==> src/rtl/seg_disp_pkg.sv <==
// Shared types and constants for the multiplexed seven-segment display:
// FSM states, blank/minus patterns and the decimal glyph table.
package seg_disp_pkg;

  typedef enum logic [1:0] {
    ST_IDLE    = 2'd0,
    ST_CONVERT = 2'd1,
    ST_COMMIT  = 2'd2
  } state_t;

  localparam logic [6:0] SEG_BLANK = 7'h00;
  localparam logic [6:0] SEG_MINUS = 7'h40;

  // Index d holds the {g,f,e,d,c,b,a} glyph for decimal digit d
  localparam logic [9:0][6:0] SEG_DIGIT = {
    7'h6F, 7'h7F, 7'h07, 7'h7D, 7'h6D,
    7'h66, 7'h4F, 7'h5B, 7'h06, 7'h3F
  };

  function automatic logic [3:0] add3_nibble(input logic [3:0] i_nib);
    if (i_nib >= 4'd5) begin
      return i_nib + 4'd3;
    end else begin
      return i_nib;
    end
  endfunction

endpackage

==> src/rtl/bcd_to_seg.sv <==
// Combinational BCD digit to seven-segment glyph decoder; non-decimal codes
// decode to a blank digit.
module bcd_to_seg
  import seg_disp_pkg::*;
(
  input  logic [3:0] i_bcd,
  output logic [6:0] o_seg
);

  always_comb begin
    o_seg = SEG_BLANK;
    if (i_bcd <= 4'd9) begin
      o_seg = SEG_DIGIT[i_bcd];
    end else begin
      o_seg = SEG_BLANK;
    end
  end

endmodule

==> src/rtl/seg_scan_display.sv <==
// Signed decimal display driver: sequential double-dabble conversion of a
// captured magnitude, atomic pattern commit, and a free-running digit scan.
module seg_scan_display
  import seg_disp_pkg::*;
#(
  parameter int DATA_W   = 10,
  parameter int DIGITS   = 4,
  parameter int SCAN_DIV = 1024
) (
  input  logic              i_clk,
  input  logic              i_reset,
  input  logic [DATA_W-1:0] i_data,
  input  logic              i_neg,
  input  logic              i_error,
  input  logic              i_load,
  output logic              o_busy,
  output logic              o_overflow,
  output logic [6:0]        o_seg,
  output logic [DIGITS-1:0] o_digit_en
);

  // The BCD register holds every digit DATA_W bits can produce, so values
  // wider than the display are still seen whole by the overflow check.
  localparam int CONV_DIGITS = (DATA_W * 301) / 1000 + 1;
  localparam int BCD_DIGITS  = (CONV_DIGITS > DIGITS) ? CONV_DIGITS : DIGITS;
  localparam int BCD_W       = 4 * BCD_DIGITS;
  localparam int CNT_W       = $clog2(DATA_W);
  localparam int PRE_W       = $clog2(SCAN_DIV);
  localparam int IDX_W       = $clog2(DIGITS);

  localparam logic [CNT_W-1:0] CNT_LAST = CNT_W'(DATA_W - 1);
  localparam logic [PRE_W-1:0] PRE_LAST = PRE_W'(SCAN_DIV - 1);
  localparam logic [IDX_W-1:0] IDX_LAST = IDX_W'(DIGITS - 1);

  state_t                  r_state;
  state_t                  w_state_next;
  logic [DATA_W-1:0]       r_bin;
  logic [BCD_W-1:0]        r_bcd;
  logic [BCD_W-1:0]        w_bcd_adj;
  logic [CNT_W-1:0]        r_cnt;
  logic                    r_neg;
  logic                    r_err;
  logic                    r_busy;
  logic                    r_ovf;
  logic                    w_ovf;
  logic [BCD_DIGITS-1:0]   w_nz_above;
  logic [DIGITS-1:0][6:0]  w_dig_seg;
  logic [DIGITS-1:0][6:0]  w_pat_new;
  logic [DIGITS-1:0][6:0]  r_pat;
  logic [PRE_W-1:0]        r_presc;
  logic [IDX_W-1:0]        r_idx;
  logic [IDX_W-1:0]        w_idx_next;
  logic                    w_wrap;
  logic [6:0]              w_seg_next;
  logic [6:0]              r_seg;
  logic [DIGITS-1:0]       r_digit_en;

  genvar g;
  generate
    for (g = 0; g < DIGITS; g++) begin : g_dec
      bcd_to_seg u_dec (
        .i_bcd (r_bcd[4*g +: 4]),
        .o_seg (w_dig_seg[g])
      );
    end
  endgenerate

  always_ff @(posedge i_clk or posedge i_reset) begin
    if (i_reset) begin
      r_state <= ST_IDLE;
    end else begin
      r_state <= w_state_next;
    end
  end

  always_comb begin
    w_state_next = r_state;
    case (r_state)
      ST_IDLE: begin
        if (i_load) begin
          w_state_next = ST_CONVERT;
        end else begin
          w_state_next = ST_IDLE;
        end
      end
      ST_CONVERT: begin
        if (r_cnt == CNT_LAST) begin
          w_state_next = ST_COMMIT;
        end else begin
          w_state_next = ST_CONVERT;
        end
      end
      ST_COMMIT: w_state_next = ST_IDLE;
      default:   w_state_next = ST_IDLE;
    endcase
  end

  always_comb begin
    w_bcd_adj = r_bcd;
    for (int k = 0; k < BCD_DIGITS; k++) begin
      w_bcd_adj[4*k +: 4] = add3_nibble(r_bcd[4*k +: 4]);
    end
  end

  // Capture, shift-and-add conversion, and the atomic pattern/overflow commit
  always_ff @(posedge i_clk or posedge i_reset) begin
    if (i_reset) begin
      r_bin  <= '0;
      r_bcd  <= '0;
      r_cnt  <= '0;
      r_neg  <= 1'b0;
      r_err  <= 1'b0;
      r_busy <= 1'b0;
      r_ovf  <= 1'b0;
      r_pat  <= {DIGITS{SEG_BLANK}};
    end else begin
      r_busy <= (w_state_next != ST_IDLE);
      case (r_state)
        ST_IDLE: begin
          if (i_load) begin
            r_bin <= i_data;
            r_neg <= i_neg;
            r_err <= i_error;
            r_bcd <= '0;
            r_cnt <= '0;
          end
        end
        ST_CONVERT: begin
          r_bcd <= {w_bcd_adj[BCD_W-2:0], r_bin[DATA_W-1]};
          r_bin <= {r_bin[DATA_W-2:0], 1'b0};
          r_cnt <= r_cnt + CNT_W'(1);
        end
        ST_COMMIT: begin
          r_pat <= w_pat_new;
          r_ovf <= w_ovf;
        end
        default: begin
          r_bcd <= '0;
        end
      endcase
    end
  end

  // Overflow, leading-zero blanking and sign placement from the final BCD value
  always_comb begin
    logic w_acc;
    int   w_cap;
    w_acc      = 1'b0;
    w_cap      = r_neg ? (DIGITS - 1) : DIGITS;
    w_ovf      = 1'b0;
    w_nz_above = '0;
    w_pat_new  = {DIGITS{SEG_BLANK}};
    for (int k = BCD_DIGITS - 1; k >= 0; k--) begin
      w_acc         = w_acc | (r_bcd[4*k +: 4] != 4'd0);
      w_nz_above[k] = w_acc;
      w_ovf         = w_ovf | ((k >= w_cap) && (r_bcd[4*k +: 4] != 4'd0));
    end
    for (int k = 0; k < DIGITS; k++) begin
      if (r_err || w_ovf) begin
        w_pat_new[k] = SEG_MINUS;
      end else if (r_neg && (k == DIGITS - 1)) begin
        w_pat_new[k] = SEG_MINUS;
      end else if ((k == 0) || w_nz_above[k]) begin
        w_pat_new[k] = w_dig_seg[k];
      end else begin
        w_pat_new[k] = SEG_BLANK;
      end
    end
  end

  // During COMMIT the fresh patterns bypass r_pat so seg updates with them
  always_comb begin
    w_wrap = (r_presc == PRE_LAST);
    if (w_wrap) begin
      if (r_idx == IDX_LAST) begin
        w_idx_next = '0;
      end else begin
        w_idx_next = r_idx + IDX_W'(1);
      end
    end else begin
      w_idx_next = r_idx;
    end
    if (r_state == ST_COMMIT) begin
      w_seg_next = w_pat_new[w_idx_next];
    end else begin
      w_seg_next = r_pat[w_idx_next];
    end
  end

  always_ff @(posedge i_clk or posedge i_reset) begin
    if (i_reset) begin
      r_presc    <= '0;
      r_idx      <= '0;
      r_seg      <= SEG_BLANK;
      r_digit_en <= DIGITS'(1);
    end else begin
      if (w_wrap) begin
        r_presc <= '0;
      end else begin
        r_presc <= r_presc + PRE_W'(1);
      end
      r_idx      <= w_idx_next;
      r_seg      <= w_seg_next;
      r_digit_en <= DIGITS'(1) << w_idx_next;
    end
  end

  assign o_busy     = r_busy;
  assign o_overflow = r_ovf;
  assign o_seg      = r_seg;
  assign o_digit_en = r_digit_en;

endmodule

==> config.mk <==
export PLATFORM = sky130hd
export DESIGN_NAME = seg_scan_display
export DESIGN_NICKNAME = d
export VERILOG_FILES = /design/src/rtl/seg_disp_pkg.sv /design/src/rtl/bcd_to_seg.sv /design/src/rtl/seg_scan_display.sv
export SDC_FILE = /design/constraint.sdc
export NUM_CORES = 1
export LEC_CHECK = 0
export BUFFER_PORTS_ARGS = -buffer_cell sky130_fd_sc_hd__buf_2
export CAP_MARGIN = 0
export CORE_UTILIZATION = 38
export DETAILED_ROUTE_END_ITERATION = 6
export SYNTH_ARGS = -nofsm -noshare
export SYNTH_HDL_FRONTEND = slang
export SYNTH_SLANG_ARGS = --single-unit
==> constraint.sdc <==
create_clock -name i_clk -period 2.2 [get_ports i_clk]
set_input_delay 0.11 -clock i_clk [delete_from_list [all_inputs] [get_ports i_clk]]
set_output_delay 0.11 -clock i_clk [all_outputs]
set_load 0.01 [all_outputs]
==> flow_summary.json, run 1 <==
{
  "fill_cells": 1203,
  "crit_required_ns": 2.44,
  "period_share": 0.967,
  "hold_depth": 3,
  "synth-async-reset-ratio": 1.00,
  "ys_warn_count": 0,
  "htreeDepth": 3,
  "hold_path_startpoint": "i_data[9]",
  "syn_area_um2": 4850,
  "p_per_area_nw_per_um2": 1340,
  "start_kind": "register",
  "path_class": "register to register",
  "synthCells": 523,
  "yosysUniqueCellTypes": 65,
  "mappedNetlistNets": 559,
  "synthFlopType": "dfrtp_1",
  "ys_ff_latch": 87,
  "routabilityCongestion": 0.885,
  "dpl.hpwl_um": 8250,
  "grt_pass1_wl_um": 19200,
  "antenna_found_initial": 0,
  "cp-end-kind": "register",
  "reg2regPathDepth": 9,
  "rrSetupSlack_ns": 0.07,
  "regToRegStartpoint": "r_bcd[12]$_DFFE_PP0P_",
  "drtIter0Drc": 228,
  "drive_gt1_frac": 0.219,
  "period_minus_slack_ns": 2.13,
  "finalHoldViolCount": 0,
  "cts_tree": "done",
  "worstMarginPinSlew_ns": 0.610,
  "cts.clk_slew.worst_paths_ns": 0.07,
  "cap_violations": 0,
  "dieArea_um2": 13200,
  "clockBufferDepth": 2,
  "synth.avg_cell_area_um2": 9.27,
  "ys_seq_area_frac": 0.449,
  "port_buffers": 27,
  "placed_cell_area_um2": 5410,
  "routed_wl_um": 11600,
  "vias": 3922,
  "fin_area_um2": 5890,
  "relSlewSlack": 0.592,
  "wl_per_cell_um": 15.3,
  "dieHeight_um": 115,
  "grt_usage": 0.186,
  "grt_overflow_total": 0,
  "root_buffer": "clkbuf_16",
  "skew_ns": 0.00817,
  "start_util": 0.397,
  "layout_common_cells": "86 x dfrtp_1, 71 x nand2_1, 69 x o21ai_0",
  "viasPerCell": 5.18,
  "clkLatencyLatePin_ns": 0.34,
  "hp-class": "primary input to register",
  "grt_pass1_vias": 3785,
  "grt_max_degree": 88,
  "holdPathEnd": "r_bin[9]$_DFFE_PP0P_",
  "insertedDiodeCount": 0,
  "rows": 40,
  "drc": 0,
  "synth_edf_count": 0,
  "final_common_cell": "dfrtp_1",
  "leakage_nw": 2.59,
  "core_area_um2": 12200,
  "pin_count": 28,
  "nets": 620,
  "peakVddDrop_mv": 0.766,
  "cts_made_buffers": 9,
  "cp.arrival_ns": 2.37,
  "crit_fanout": 5,
  "r2r-end": "o_seg[2]$_DFF_PP0_",
  "status": "finished clean",
  "firstDrtPassIters": 5,
  "slew_violations": 0,
  "finalSetupViolCount": 0,
  "rsz0062_at_grt": "yes",
  "p_total_mw": 7.89,
  "clock_sinks": 87,
  "die_x_um": 115,
  "max_freq_ghz": 0.470,
  "area_delta_synth_final_pct": 21.6,
  "ant_nets": 0
}
## logic make-up (layout without fill, tap and decap cells)
group | Yosys count | count (layout) | share of synthesized area
XOR/XNOR | 12 | 12 | 0.0217
flip-flops | 87 | 87 | 0.449
adder cells (fa/ha/maj) | 21 | 21 | 0.0542
buffers and inverters | 50 | 116 | 0.0439
multiplexers | 28 | 28 | 0.0676
AND/OR/NAND/NOR | 161 | 161 | 0.149
AO/OA/AOI/OAI | 164 | 164 | 0.214
## cell type report
type                       instances  area [um2]  area share
clock buffer                      12         256      0.0435
multi-input combinational        386        2550       0.432
clock inverter                     4        53.8     0.00913
sequential                        87        2180       0.370
tap                              168         210      0.0357
inverter                          23        92.6      0.0157
timing repair buffer              77         553      0.0938
## metal layers
metal	up-vias	share of wire	GRT usage
met5	-	0	0
met3	12	0.040	0.0358
met1	1851	0.49	0.258
met4	0	0.0096	0.0433
met2	84	0.47	0.302
li1	1975	-	-
## where the power goes
group / switching (mW) / internal [mW]
Clock: 0.632 / 0.945
Combinational: 2.09 / 1.59
Sequential: 0.502 / 2.13
## critical path: stages, from the launching register on
cell and delay [ns]:
dfrtp_1 0.37, inv_1 0.11, ha_4 0.15, or3b_4 0.42
a21oi_4 0.20, clkdlybuf4s15_2 0.28, o21ai_0 0.12, o21ai_0 0.19
a21oi_1 0.08, o32ai_1 0.11
## worst max-delay path by stage
| stage | to | start | slack, ns | cells after the start |
|---|---|---|---|---|
| after detailed placement | o_seg[0]$_DFF_PP0_ | r_bcd[8]$_DFFE_PP0P_ | 0.03 | 9 |
| after floorplan | o_seg[5]$_DFF_PP0_ | r_bcd[12]$_DFFE_PP0P_ | 0.07 | 8 |
| after global routing | o_seg[4]$_DFF_PP0_ | r_bcd[12]$_DFFE_PP0P_ | -0.01 | 9 |
| after global placement | o_seg[0]$_DFF_PP0_ | r_bcd[12]$_DFFE_PP0P_ | 0.009 | 9 |
| final | o_seg[2]$_DFF_PP0_ | r_bcd[12]$_DFFE_PP0P_ | 0.07 | 9 |
| after CTS | o_seg[0]$_DFF_PP0_ | r_bcd[8]$_DFFE_PP0P_ | 0.003 | 9 |
## synth_stat cells (all sizes together), types with 2 or more instances
library cell / count / area, um2
nor3b: 3 / 27.5
a21o: 3 / 22.5
xor2: 4 / 35.0
and2: 3 / 18.8
dfrtp: 86 / 2150
a21oi: 33 / 165
o22ai: 2 / 12.5
a31oi: 8 / 50.1
a2111oi: 2 / 36.3
and3: 2 / 12.5
nand2b: 8 / 50.1
ha: 21 / 263
a221o: 3 / 30.0
mux2: 12 / 139
nand4: 3 / 18.8
o22a: 2 / 17.5
nor3: 8 / 40.0
a22o: 2 / 17.5
nor2b: 4 / 25.0
nand3: 12 / 60.1
buf: 6 / 43.8
o31ai: 6 / 45.0
clkbuf: 21 / 80.1
nor2: 40 / 150
a211oi: 3 / 22.5
xnor2: 8 / 70.1
a22oi: 3 / 22.5
a221oi: 7 / 85.1
and4: 2 / 20.0
a32oi: 2 / 17.5
mux2i: 16 / 189
o21bai: 3 / 22.5
o21ai: 72 / 360
o211ai: 4 / 30.0
nand2: 73 / 277
inv: 23 / 88.8
## per-stage QoR
step	util	hold WS [ns]	TNS, ns	cells	setup slack (ns)
3_5_place_dp	0.443	0.286	0	732	0.0262
2_1_floorplan	-	0.250	0	523	0.0702
6_report	0.483	0.0681	0	757	0.0728
3_3_place_gp	0.443	0.283	0	732	0.00855
5_1_grt	0.483	0.0698	-0.0188	757	-0.0115
4_1_cts	0.471	0.0605	0	752	0.00293
## what timing repair did
action                     in CTS  in global routing
resized for setup               0                 19
hold endpoints to repair       89                  0
hold buffers                    4                  0
setup endpoints to repair       0                  8
buffers inserted                0                  4
## state kept, by name (all words and copies together), names as in the netlist
name	cells
o_busy	1
o_digit_en	4
o_overflow	1
o_seg	7
r_bcd	16
r_bin	10
r_cnt	4
r_err	1
r_idx	2
r_neg	1
r_pat	28
r_presc	10
r_state	2
No activity file was read; power rests on OpenSTA's default activity.
==> inputs of run 2 (changes only) <==
==> constraint.sdc (replaced) <==
create_clock -name i_clk -period 2.2 [get_ports i_clk]
set_input_delay 0.33 -clock i_clk [delete_from_list [all_inputs] [get_ports i_clk]]
set_output_delay 0.33 -clock i_clk [all_outputs]
set_load 0.01 [all_outputs]
==> flow_summary.json, run 2 (synthesized netlist as in run 1, its figures left out) <==
{
  "cap_violations": 0,
  "htreeDepth": 3,
  "cp.arrival_ns": 2.34,
  "rows": 40,
  "p_per_area_nw_per_um2": 1330,
  "largest_register_ffs": 28,
  "power.net_switching_mw": 3.15,
  "top_register": "r_pat",
  "dieHeight_um": 115,
  "period_minus_slack_ns": 2.11,
  "viasPerCell": 5.31,
  "wl_per_cell_um": 15.1,
  "start_util": 0.397,
  "status": "finished clean",
  "insertedDiodeCount": 0,
  "cp-end-kind": "register",
  "worstMarginPinSlew_ns": 0.596,
  "dieArea_um2": 13200,
  "finalNonFillerCells": 752,
  "period_share": 0.958,
  "routabilityCongestion": 0.876,
  "sw_frac_of_total": 0.408,
  "antenna_found_initial": 0,
  "layout_common_cells": "86 x dfrtp_1, 72 x nand2_1, 68 x o21ai_0",
  "grt_overflow_total": 0,
  "hp-class": "primary input to async pin",
  "skew_ns": 0.00632,
  "die_x_um": 115,
  "grt_usage": 0.191,
  "seq_power_share": 0.342,
  "p_total_mw": 7.73,
  "drtIter0Drc": 262,
  "slew_violations": 0,
  "rsz0062_at_grt": "yes",
  "ant_nets": 0,
  "leakage_nw": 2.56,
  "routed_wl_um": 11400,
  "cts_tree": "done",
  "dpl.hpwl_um": 8190,
  "clkLatencyLatePin_ns": 0.35,
  "vias": 3995,
  "pwr-share-clk": 0.201,
  "root_buffer": "clkbuf_16",
  "max_freq_ghz": 0.474,
  "nets": 615,
  "relSlewSlack": 0.602,
  "internal_power_mw": 4.57,
  "crit_required_ns": 2.43,
  "drc": 0,
  "place.detailed.instances": 733,
  "cts.clk_slew.worst_paths_ns": 0.06,
  "clockBufferDepth": 2,
  "start_kind": "register",
  "crit_fanout": 9,
  "drive_gt1_frac": 0.212,
  "finalSetupViolCount": 0,
  "cts_made_buffers": 9,
  "path_class": "register to register",
  "area_delta_synth_final_pct": 19.5,
  "finalHoldViolCount": 0,
  "port_buffers": 27,
  "clock_sinks": 87,
  "grt_pass1_wl_um": 19500,
  "core_area_um2": 12200,
  "firstDrtPassIters": 4,
  "grt_pass1_vias": 3839,
  "combPwrFrac": 0.458,
  "final_common_cell": "dfrtp_1",
  "pin_count": 28,
  "grt_max_degree": 62,
  "reg_top3": "r_pat (28), r_bcd (16)",
  "peakVddDrop_mv": 0.719
}
-- run 2: changes by cell type in the layout (fill, tap and decap cells not counted), moves of 2 or more --
| cell | delta |
|---|---|
| dlygate4sd3_1 | -4 |
| clkinv_2 | +2 |
| clkinv_4 | +2 |
| clkinvlp_4 | -2 |
-- run 2: area by class of cell --
class                   instances  area (um2)
clock buffers                  11         243
clock inverters                 5        57.6
fillers                      1188        6420
inverters                      23        95.1
multi-input cells             386        2510
flip-flops and latches         87        2180
well taps                     168         210
repair buffers                 72         502
-- run 2: worst max-delay path: stages, from the launching register on --
cell and delay, ns:
dfrtp_1 0.36, ha_1 0.17, and4_4 0.26, and3_4 0.20, buf_12 0.14, mux2_4 0.35, a221oi_4 0.25, o21a_1 0.17
o32ai_1 0.08
-- run 2: what timing repair did --
action / 4_1_cts / 5_1_grt
setup buffers: 0 / 3
resized for setup: 0 / 14
setup endpoints to repair: 0 / 8
hold buffers: 0 / 0
-- run 2: power groups by stage --
stage	Clock, mW	Sequential [mW]	Combinational, mW
final	1.55	2.64	3.54
after global routing	1.66	2.72	4.00
after CTS	1.60	2.62	3.47
after detailed placement	0	2.65	3.45
after global placement	0	2.63	3.42
after floorplan	0	2.49	2.45
-- run 2: path summary, 6_finish.rpt --
check,startpoint,end,slack [ns],depth (start not counted)
max,r_presc[1]$_DFF_PP0_,o_seg[2]$_DFF_PP0_,0.09,8
min,i_reset,o_digit_en[3]$_DFF_PP0_,0.06,3
max reg2reg,r_presc[1]$_DFF_PP0_,o_seg[2]$_DFF_PP0_,0.09,8
min reg2reg,r_pat[10]$_DFFE_PP0P_,r_pat[10]$_DFFE_PP0P_,0.48,2
max in group asynchronous,i_reset,o_digit_en[0]$_DFF_PP1_,1.83,3
min in group i_clk,i_data[0],r_bin[0]$_DFFE_PP0P_,0.21,2
-- run 2: metrics by stage --
step,setup TNS [ns],setup WS [ns],instance area [um2],hold slack [ns],util
after global placement,0,0.0409,5410,0.457,0.443
after detailed placement,0,0.0551,5410,0.456,0.443
after floorplan,0,0.0702,4850,0.439,-
after global routing,-0.00968,-0.00968,5790,0.102,0.474
after CTS,0,0.0431,5710,0.0743,0.468
final,0,0.0916,5790,0.0588,0.474
-- run 2: per-layer routing --
metal / vias to the layer above / part of all wire / track usage
li1: 1970 / - / -
met2: 103 / 0.46 / 0.294
met4: 0 / 0.020 / 0.0658
met3: 17 / 0.045 / 0.0474
met5: - / 0 / 0
met1: 1905 / 0.48 / 0.263
==> inputs of run 3 (changes only) <==
==> constraint.sdc (replaced) <==
create_clock -name i_clk -period 2.7 [get_ports i_clk]
set_input_delay 0.405 -clock i_clk [delete_from_list [all_inputs] [get_ports i_clk]]
set_output_delay 0.405 -clock i_clk [all_outputs]
set_load 0.01 [all_outputs]
==> flow_summary.json, run 3 (synthesized netlist as in run 1, its figures left out) <==
{
  "postCtsHoldBufs": 0,
  "grt_max_degree": 53,
  "viasPerCell": 5.24,
  "relSlewSlack": 0.405,
  "cap_violations": 0,
  "fill_cells": 1218,
  "hp-class": "primary input to async pin",
  "setup_ws_ns": 0.203,
  "register_area_um2": 2180,
  "root_buffer": "clkbuf_16",
  "drc": 0,
  "grt_pass1_vias": 3692,
  "area_delta_synth_final_pct": 12.5,
  "peakVddDrop_mv": 0.541,
  "pin_count": 28,
  "cts_setup_buffers": 0,
  "clock_sinks": 87,
  "status": "finished clean",
  "grt_pass1_wl_um": 18200,
  "cp-end-kind": "register",
  "path_class": "register to register",
  "dieHeight_um": 115,
  "grt_overflow_total": 0,
  "crit_required_ns": 2.91,
  "crit_buf_inv": 1,
  "crit_chain": "ha_1, and4_4, and3_1, mux2i_4, inv_2, a221o_1, a21oi_1, a31oi_1",
  "antenna_found_initial": 0,
  "drive_gt1_frac": 0.149,
  "dpl.hpwl_um": 8020,
  "worstMarginPinSlew_ns": 0.892,
  "insertedDiodeCount": 0,
  "rows": 40,
  "fin_util": 0.447,
  "core_area_um2": 12200,
  "crit_fanout": 7,
  "largest_register_ffs": 28,
  "clockBufferDepth": 2,
  "p_per_area_nw_per_um2": 1090,
  "slew_violations": 0,
  "post_cts_resized": 0,
  "finalHoldViolCount": 0,
  "drtIter0Drc": 193,
  "rsz0062_at_grt": "no",
  "start_kind": "register",
  "nets": 583,
  "routed_wl_um": 11000,
  "die_x_um": 115,
  "combPwrFrac": 0.417,
  "top_register": "r_pat",
  "preCtsSetupSlack_ns": 0.211,
  "critPathMaxStageDelay_ns": 0.44,
  "internal_power_mw": 3.48,
  "vias": 3768,
  "sw_frac_of_total": 0.416,
  "max_freq_ghz": 0.400,
  "firstDrtPassIters": 4,
  "ant_nets": 0,
  "p_total_mw": 5.96,
  "routabilityCongestion": 0.824,
  "place.detailed.instances": 704,
  "layout_common_cells": "86 x dfrtp_1, 72 x nand2_1, 69 x o21ai_0",
  "grt_usage": 0.178,
  "finalNonFillerCells": 719,
  "wl_per_cell_um": 15.2,
  "setup-tns-final_ns": 0,
  "power.net_switching_mw": 2.48,
  "cts_made_buffers": 9,
  "port_buffers": 27,
  "slowest_stage": "and3_1",
  "clkLatencyLatePin_ns": 0.35,
  "start_util": 0.397,
  "period_minus_slack_ns": 2.50,
  "dieArea_um2": 13200,
  "reg_top3": "r_pat (28), r_bcd (16)",
  "path_delay_family": "simple AND/OR/NAND/NOR gates",
  "cts.clk_slew.worst_paths_ns": 0.06,
  "cts_tree": "done",
  "multiInputGateArea_um2": 2460,
  "skew_ns": 0.00491,
  "seq_power_share": 0.375,
  "final_common_cell": "dfrtp_1",
  "htreeDepth": 3,
  "finalSetupViolCount": 0,
  "cp.arrival_ns": 2.71,
  "pwr-share-clk": 0.208,
  "period_share": 0.925,
  "leakage_nw": 2.39
}
==> run 3: power by group through the flow <==
stage	Combinational, mW	Sequential, mW	Clock, mW
CTS	2.49	2.23	1.27
floorplan	2.00	2.03	0
detailed placement	2.48	2.25	0
global route	2.81	2.31	1.31
finish	2.48	2.23	1.24
global placement	2.41	2.23	0
==> run 3: worst paths after layout <==
path	start	to	slack (ns)	cells past startpoint
hold reg to reg	r_presc[8]$_DFF_PP0_	r_presc[8]$_DFF_PP0_	0.47	1
max in group asynchronous	i_reset	r_cnt[2]$_DFFE_PP0P_	1.76	3
setup / recovery	r_presc[0]$_DFF_PP0_	o_seg[6]$_DFF_PP0_	0.20	8
hold / removal	i_reset	o_seg[3]$_DFF_PP0_	0.21	2
setup reg to reg	r_presc[0]$_DFF_PP0_	o_seg[6]$_DFF_PP0_	0.20	8
min in group i_clk	i_error	r_err$_DFFE_PP0P_	0.28	2
==> run 3: final cells by class <==
cell class | instances | area share
well taps | 168 | 0.0385
multi-input cells | 386 | 0.450
clock inverters | 5 | 0.0108
inverters | 23 | 0.0165
flip-flops and latches | 87 | 0.399
repair buffers | 40 | 0.0427
clock buffers | 10 | 0.0420
==> run 3: routing by layer <==
layer / up-vias / share of wire / GRT usage / wire length, um
met3: 14 / 0.037 / 0.0401 / 406
met1: 1800 / 0.49 / 0.240 / 5320
met4: 0 / 0.018 / 0.0684 / 202
li1: 1892 / - / - / -
met5: - / 0 / 0 / 0
met2: 62 / 0.46 / 0.278 / 5030
==> run 3: worst reg2reg max path, cell delays in order, from the launching register on <==
cell	delay (ns)
dfrtp_1	0.38
ha_1	0.21
and4_4	0.27
and3_1	0.44
mux2i_4	0.41
inv_2	0.10
a221o_1	0.34
a21oi_1	0.13
a31oi_1	0.07
==> run 3: metrics by stage <==
stage / instance area [um2] / hold slack (ns)
finish: 5460 / 0.215
floorplan: 4850 / 0.439
global route: 5460 / 0.286
detailed placement: 5170 / 0.464
global placement: 5170 / 0.454
CTS: 5460 / 0.243
